==> config.mk <==
export PLATFORM = sky130hd
export DESIGN_NAME = muldiv_unit
export DESIGN_NICKNAME = d
export VERILOG_FILES = /design/src/rtl/muldiv_unit.sv
export SDC_FILE = /design/constraint.sdc
export NUM_CORES = 1
export LEC_CHECK = 0
export ABC_AREA = 1
export BUFFER_PORTS_ARGS = -buffer_cell sky130_fd_sc_hd__buf_2
export CAP_MARGIN = 0
export CORE_UTILIZATION = 49
export CTS_BUF_LIST = sky130_fd_sc_hd__clkbuf_4 sky130_fd_sc_hd__clkbuf_8
export CTS_CLUSTER_DIAMETER = 150
export DETAILED_ROUTE_END_ITERATION = 10
export PLACE_DENSITY = 0.68
export SKIP_CTS_REPAIR_TIMING = 1
export SYNTH_ARGS = -nofsm -noshare
export SYNTH_HDL_FRONTEND = slang
export SYNTH_SLANG_ARGS = --single-unit
==> constraint.sdc <==
create_clock -name clk_i -period 5.65 [get_ports clk_i]
set_input_delay 0.8475 -clock clk_i [delete_from_list [all_inputs] [get_ports clk_i]]
set_output_delay 0.8475 -clock clk_i [all_outputs]
set_load 0.005 [all_outputs]
==> src/rtl/muldiv_unit.sv <==
// rtl/muldiv_unit.sv - iterative multiply/divide unit with HI/LO registers for the EX stage
//
// Purpose: executes MULT/MULTU/DIV/DIVU over WIDTH/UNROLL + 1 cycles using shift-add
// multiplication and restoring division on operand magnitudes, then applies sign
// correction and writes HI/LO. Supports pipeline flush and raises a stall request.
//
// Ports:
//   clk_i    in   clock, rising edge
//   rst_i    in   asynchronous active-low reset
//   start_i  in   issue request (op_i/data1_i/data2_i valid in the same cycle)
//   op_i     in   00 MULT, 01 MULTU, 10 DIV, 11 DIVU
//   data1_i  in   multiplicand / dividend
//   data2_i  in   multiplier / divisor
//   read_i   in   MFHI/MFLO present in ID stage
//   flush_i  in   cancel the in-flight operation
//   busy_o   out  operation in progress
//   done_o   out  one-cycle pulse after HI/LO update
//   stall_o  out  busy_o & (start_i | read_i)
//   hi_o     out  product upper half / remainder
//   lo_o     out  product lower half / quotient

module muldiv_unit #(
  parameter int WIDTH  = 32,
  parameter int UNROLL = 1
) (
  input  logic             clk_i,
  input  logic             rst_i,
  input  logic             start_i,
  input  logic [1:0]       op_i,
  input  logic [WIDTH-1:0] data1_i,
  input  logic [WIDTH-1:0] data2_i,
  input  logic             read_i,
  input  logic             flush_i,
  output logic             busy_o,
  output logic             done_o,
  output logic             stall_o,
  output logic [WIDTH-1:0] hi_o,
  output logic [WIDTH-1:0] lo_o
);

  localparam int N  = WIDTH / UNROLL;
  localparam int CW = (N > 1) ? $clog2(N) : 1;
  localparam logic [CW-1:0] LAST = CW'(N - 1);

  typedef enum logic [1:0] {
    S_IDLE = 2'd0,
    S_RUN  = 2'd1,
    S_FIX  = 2'd2
  } state_t;

  state_t r_state;
  state_t w_state_next;
  logic   w_busy;

  // Shared working register: {partial product upper, multiplier} for multiply,
  // {partial remainder, dividend/quotient} for divide.
  logic [2*WIDTH-1:0] r_acc;
  logic [WIDTH-1:0]   r_opd;   // multiplicand magnitude or divisor magnitude
  logic [CW-1:0]      r_cnt;
  logic               r_is_div;
  logic               r_neg_q; // negate product / quotient
  logic               r_neg_r; // negate remainder
  logic               r_div0;
  logic               r_done;
  logic [WIDTH-1:0]   r_hi;
  logic [WIDTH-1:0]   r_lo;

  logic               w_start_ok;
  logic               w_signed;
  logic [WIDTH-1:0]   w_mag1;
  logic [WIDTH-1:0]   w_mag2;
  logic [2*WIDTH-1:0] w_acc_step;
  logic [WIDTH:0]     w_rem_sh;
  logic [WIDTH:0]     w_sum;
  logic               w_bit;
  logic [2*WIDTH-1:0] w_prod_fix;
  logic [WIDTH-1:0]   w_hi_fix;
  logic [WIDTH-1:0]   w_lo_fix;

  assign w_start_ok = start_i & ~flush_i;
  assign w_signed   = ~op_i[0];
  // Two's-complement negation of MIN yields MIN, which is the correct unsigned magnitude.
  assign w_mag1 = (w_signed & data1_i[WIDTH-1]) ? -data1_i : data1_i;
  assign w_mag2 = (w_signed & data2_i[WIDTH-1]) ? -data2_i : data2_i;

  // FSM state register
  always_ff @(posedge clk_i or negedge rst_i) begin
    if (!rst_i) begin
      r_state <= S_IDLE;
    end else begin
      r_state <= w_state_next;
    end
  end

  // FSM next state and busy indication
  always_comb begin
    w_state_next = r_state;
    w_busy       = 1'b0;
    case (r_state)
      S_IDLE: begin
        if (w_start_ok) w_state_next = S_RUN;
      end
      S_RUN: begin
        w_busy = 1'b1;
        if (flush_i)             w_state_next = S_IDLE;
        else if (r_cnt == LAST)  w_state_next = S_FIX;
      end
      S_FIX: begin
        w_busy       = 1'b1;
        w_state_next = S_IDLE;
      end
      default: w_state_next = S_IDLE;
    endcase
  end

  // UNROLL iterations of shift-add or restoring subtract
  always_comb begin
    w_acc_step = r_acc;
    w_rem_sh   = '0;
    w_sum      = '0;
    w_bit      = 1'b0;
    for (int k = 0; k < UNROLL; k++) begin
      if (r_is_div) begin
        w_rem_sh = w_acc_step[2*WIDTH-1:WIDTH-1];
        if (w_rem_sh >= {1'b0, r_opd}) begin
          w_rem_sh = w_rem_sh - {1'b0, r_opd};
          w_bit    = 1'b1;
        end else begin
          w_bit    = 1'b0;
        end
        // Remainder always fits WIDTH bits after the compare/subtract.
        w_acc_step = {w_rem_sh[WIDTH-1:0], w_acc_step[WIDTH-2:0], w_bit};
      end else begin
        w_sum = {1'b0, w_acc_step[2*WIDTH-1:WIDTH]}
              + (w_acc_step[0] ? {1'b0, r_opd} : {(WIDTH+1){1'b0}});
        w_acc_step = {w_sum, w_acc_step[WIDTH-1:1]};
      end
    end
  end

  // Sign correction of the finished magnitudes
  always_comb begin
    w_prod_fix = r_neg_q ? -r_acc : r_acc;
    if (r_is_div) begin
      // Divide by zero leaves the dividend magnitude in the remainder; restoring its
      // sign gives back the dividend. The quotient must stay all ones regardless of sign.
      w_lo_fix = r_div0  ? {WIDTH{1'b1}}
               : (r_neg_q ? -r_acc[WIDTH-1:0] : r_acc[WIDTH-1:0]);
      w_hi_fix = r_neg_r ? -r_acc[2*WIDTH-1:WIDTH] : r_acc[2*WIDTH-1:WIDTH];
    end else begin
      w_hi_fix = w_prod_fix[2*WIDTH-1:WIDTH];
      w_lo_fix = w_prod_fix[WIDTH-1:0];
    end
  end

  // Datapath registers
  always_ff @(posedge clk_i or negedge rst_i) begin
    if (!rst_i) begin
      r_acc    <= '0;
      r_opd    <= '0;
      r_cnt    <= '0;
      r_is_div <= 1'b0;
      r_neg_q  <= 1'b0;
      r_neg_r  <= 1'b0;
      r_div0   <= 1'b0;
      r_done   <= 1'b0;
      r_hi     <= '0;
      r_lo     <= '0;
    end else begin
      r_done <= 1'b0;
      case (r_state)
        S_IDLE: begin
          if (w_start_ok) begin
            r_is_div <= op_i[1];
            r_cnt    <= '0;
            r_neg_q  <= w_signed & (data1_i[WIDTH-1] ^ data2_i[WIDTH-1]);
            r_neg_r  <= w_signed & data1_i[WIDTH-1];
            r_div0   <= (data2_i == '0);
            if (op_i[1]) begin
              r_acc <= {{WIDTH{1'b0}}, w_mag1};
              r_opd <= w_mag2;
            end else begin
              r_acc <= {{WIDTH{1'b0}}, w_mag2};
              r_opd <= w_mag1;
            end
          end
        end
        S_RUN: begin
          r_acc <= w_acc_step;
          r_cnt <= r_cnt + 1'b1;
        end
        S_FIX: begin
          if (!flush_i) begin
            r_hi   <= w_hi_fix;
            r_lo   <= w_lo_fix;
            r_done <= 1'b1;
          end
        end
        default: ;
      endcase
    end
  end

  assign busy_o  = w_busy;
  assign done_o  = r_done;
  assign stall_o = w_busy & (start_i | read_i);
  assign hi_o    = r_hi;
  assign lo_o    = r_lo;

endmodule

# --- Word level (Yosys, flattened, before mapping) ---
# Index checks and enable logic that the tools add are counted.
op_classes:
  add_sub_neg: 8
  order_cmp: 1
  eq_ne: 5
  n_mux: 25
  bitwise_logic: 9
  reduce_logical: 8
ops:
  columns: ["operator", "n"]
  rows:
  - ["$mux W32", 11]
  - ["$mux W64", 3]
  - ["$neg A32 Y32", 4]
  - ["$pmux W64 S2", 1]
  - ["$neg A64 Y64", 1]
  - ["$add A32 B32 Y33", 1]
  - ["$ge A33 B32 Y1", 1]
  - ["$logic_not A32 Y1", 1]
  - ["$sub A32 B32 Y32", 1]
  - ["$pmux W5 S2", 1]
  - ["$reduce_and A2 Y1", 4]
  - ["$mux W2", 3]
  - ["$add A5 B1 Y5 const B", 1]
  - ["$and A1 B1 Y1", 5]
  - ["$eq A5 B5 Y1 const B", 1]
  - ["$mux W5", 1]
  - ["$mux W1", 4]
  - ["$pmux W2 S2", 1]
  - ["$ne A3 B3 Y1 const B", 1]
  - ["$eq A2 B1 Y1 const B", 1]
  - ["$eq A2 B2 Y1 const B", 1]
  - ["$logic_not A2 Y1", 1]
  - ["$ne A2 B2 Y1 const B", 1]
  - ["$not A1 Y1", 2]
  - ["other kinds (4)", 4]
word_totals:
  regBits: 172
  inputBits: 71
  output_inout_bits: 67
  wordCells: 67

# --- Longest topological paths before layout ---
logic_depth:
  word_depth: 6
  mapped_depth: 19
  ltp_nobuf: 17

# --- Worst setup path after synthesis ---
# Ideal clock, no wire load.
synth_timing:
  kind: "register to register"
  from: "register r_acc[0]"
  to: "register r_acc[61]"
  setup_time_ps: 118
  t_arrival_ps: 2413
  required_ps: 5532
  path_slack_ps: 3118
  stages_incl_launch_ff: 18
  path_buffers: 2
  period_less_slack_ps: 2532
  path_cell_list: "dfrtp_1 buf_2 buf_1 nand2_1 inv_1 ha_1 inv_1 fa_1 o21ai_0 nand2_1 nand2_1 nand2_1 nand2_1 nand2_1 nand3_1 nand3_1 nand3_1 nand2_1"
synth_between:
  elab_chain_cells: 4
synth_rtl:
  columns: ["item", "line_no", "text"]
  rows:
  - ["start, declared", "57", "logic [2*WIDTH-1:0] r_acc;"]
  - ["start signal, assigned", "180", "r_acc <= {{WIDTH{1'b0}}, w_mag1};"]
  - ["start signal, assigned", "183", "r_acc <= {{WIDTH{1'b0}}, w_mag2};"]
  - ["start signal, assigned", "189", "r_acc <= w_acc_step;"]
  - ["$mux W32", "135", "+ (w_acc_step[0] ? {1'b0, r_opd} : {(WIDTH+1){1'b0}});"]
  - ["$add A32 B32 Y33", "135", null]
  - ["$mux W64", "123", "if (r_is_div) begin"]
  - ["$pmux W64 S2", "171", "case (r_state)"]
# No other way between the ends.
# A chain may end at the register's enable or synchronous reset.

# --- Worst setup path in the final report ---
layout_timing:
  from: "register r_state[1]"
  to: "register r_opd[5]"
layout_between:
  elab_chain_cells: 2
layout_rtl:
  columns: ["item", "line_no", "text"]
  rows:
  - ["start, declared", "51", "state_t r_state;"]
  - ["start signal, assigned", "91", "r_state <= w_state_next;"]
  - ["$logic_not A2 Y1", "171", null]
  - ["$reduce_and A2 Y1 (no line)", null, null]
  - ["end signal, assigned", "181", "r_opd <= w_mag2;"]
  - ["end signal, assigned", "184", "r_opd <= w_mag1;"]
  - ["end, declared", "58", "logic [WIDTH-1:0] r_opd;"]
# No other way between the ends.

==> out/summary.txt <==
Clock slew at reported path FFs = 0.11 ns
Clk buf depth = 2
Max-cap viol count = 0
Post-synth EDFFs = 0
Netlist cell types = 51
Data arrival time of the critical path = 3.68 ns
Max Slew Vio Count = 0
Most frequent cells in the layout = nand2_1 (977), inv_1 (469), nor2_1 (323)
Gr ovfl total = 0
Mapped Cells = 3092
Endpoints failing setup = 0
Share of cells above drive strength 1 = 7.44%
WS Path Type = reg2reg
Vias in the first global route = 19038
P_leak = 0.0104 uW
Register area share after synthesis = 24.0%
Die extent in y = 193 um
H-tree depth = 4
Post-DP HPWL = 56600 um
Average cell area after synthesis = 5.80 um2
Post-layout net count = 3320
Ys Warns = 0
FF-to-FF Start = r_state[1]
Worst Tran Pin Value = 1.06 ns
Post-DRT Antenna Nets = 0
Final cell count without fillers = 3647
Cell count after placement = 3616
CP Launch Type = flop
Worst Reg-to-Reg Cells = 9
Syn Nets = 3238
Total number of vias = 20796
Most common cell after layout, fill and taps aside = nand2_1
Wire per inst = 19.5 um
Pwr/cell area = 609 nW/um2
Failing checks = DRC
Clk_skew = 0.0281 ns
CTS tree = built
Ys flop type = dfrtp_1
Die area = 37400 um2
Crit. End Element = flop
Dominant cells by area after synthesis = dfrtp_1 (24%), nand2_1 (20%), inv_1 (9.8%)
Initial antenna violation count = 0
I/O pin count = 138
Total power = 11800 uW
Slew headroom = 29.3%
Final hold vios = 0
Asr flop ratio synth = 100%
RSZ-0062 raised after global routing = no
Final min period = 3.25 ns
Drt pass-1 iters = 11
Worst skew pair latency = 0.54 ns
Vias per cell = 5.70
CP Launch Point = r_state[1]
PortBufs = 137
Clk root buf = clkbuf_8
Sum of negative setup slack = 0 ns
Peak supply drop = 298 uV
Die Wd = 193 um
Core Area = 35800 um2
First-pass GRT wire length = 109000 um
Clk sinks = 172
Initial DRC count = 2308
CTS buffer count = 17
Tot GR Track Use = 37.7%
Area growth from synthesis to layout = 8.08%
Largest net degree at the start of global routing = 146
Initial core utilization = 50.1%
Share of the synthesized area in the top cell type = 24.0%
Worst Path Max Fanout = 27
Worst min-delay path class = in2async
Routed Wire Length = 71000 um
Fin util = 54.1%
Synthesized area = 17900 um2
Number of antenna diodes = 0
Row Count = 69
GP Congestion = 1.06
DRC = 6
Post-synthesis register bit count = 172
Final Cycle Share = 57.4%
Status = complete, but fails checks
Largest area contributor in the netlist = dfrtp_1
Worst path required time = 6.09 ns
Max Freq = 0.308 GHz
==> routing by layer <==
metal	global-route usage, %	wire length (um)
met5	0	0
met4	18.4	3710
met2	59.6	31300
met3	5.98	6280
met1	50.3	29800
==> area by class of cell <==
class | instances | area (um2)
Fill cell | 3800 | 16400
Multi-Input combinational cell | 2348 | 11400
Sequential cell | 172 | 4310
Inverter | 481 | 1810
Timing Repair Buffer | 154 | 832
Tap cell | 461 | 577
Clock buffer | 18 | 248
Clock inverter | 13 | 178
==> power by group <==
part           leakage, uW  internal [uW]  switching [uW]
sequential         0.00206           1800             886
clock             0.000217            424             564
combinational      0.00814           2580            5550
total               0.0104           4800            7000
==> worst paths after layout <==
check	to	slack (ns)
max in group asynchronous	r_acc[47]	4.29
worst max-delay path	r_opd[5]	2.40
worst min-delay path	r_opd[19]	0.20
min in group clk_i	hi_o[26]	0.48
worst min register to register	hi_o[26]	0.48
worst max register to register	r_opd[5]	2.40
==> cells in the mapped netlist, types with 6 or more instances <==
library cell	count
nand2_1	978
nor2_2	8
nor3_1	43
clkbuf_1	47
nand3b_1	15
or2_2	11
dfrtp_1	172
a22oi_1	6
nand2_2	7
buf_1	18
a21oi_1	167
inv_2	8
ha_1	73
nand3_1	318
o211ai_1	30
o21ai_0	142
inv_1	470
a31oi_1	22
buf_2	22
xnor2_1	10
o21ai_1	15
o21bai_1	13
nand4_1	52
nor2_1	324
xor2_1	52
o221ai_1	12
==> worst max-delay path: stages, from the launching register on <==
cell and delay [ns]:
dfrtp_1 0.41, inv_1 0.11, ha_1 0.15, inv_1 0.09, nor3_4 0.16, buf_4 0.37, inv_2 0.27, nor2_2 0.86
inv_1 0.41, o21ai_0 0.29
==> per-stage QoR <==
step                cell area [um2]  worst slack (ns)  hold slack [ns]
detailed placement            19000              2.29            0.461
floorplan                     17900              3.12            0.453
CTS                           19400              2.51            0.189
global route                  19400              2.22            0.199
global placement              19000              2.15            0.458
finish                        19400              2.40            0.198
==> state kept, by name, summed over array words and instances (netlist names) <==
name      cells
r_acc        64
hi_o         32
lo_o         32
r_opd        32
r_cnt         5
r_state       2
done_o        1
r_div0        1
r_is_div      1
r_neg_q       1
r_neg_r       1
==> logic make-up (layout without fill, tap and decap cells) <==
group	after synthesis	count (layout)	share of synthesized area, %
adder cells (fa/ha/maj)	75	75	5.31
flip-flops	172	172	24.0
XOR/XNOR	62	62	3.03
AND/OR/NAND/NOR	1782	1782	42.0
buffers and inverters	572	666	12.2
AO/OA/AOI/OAI	429	429	13.4
Note: power is estimated with default switching activity, not from simulation.
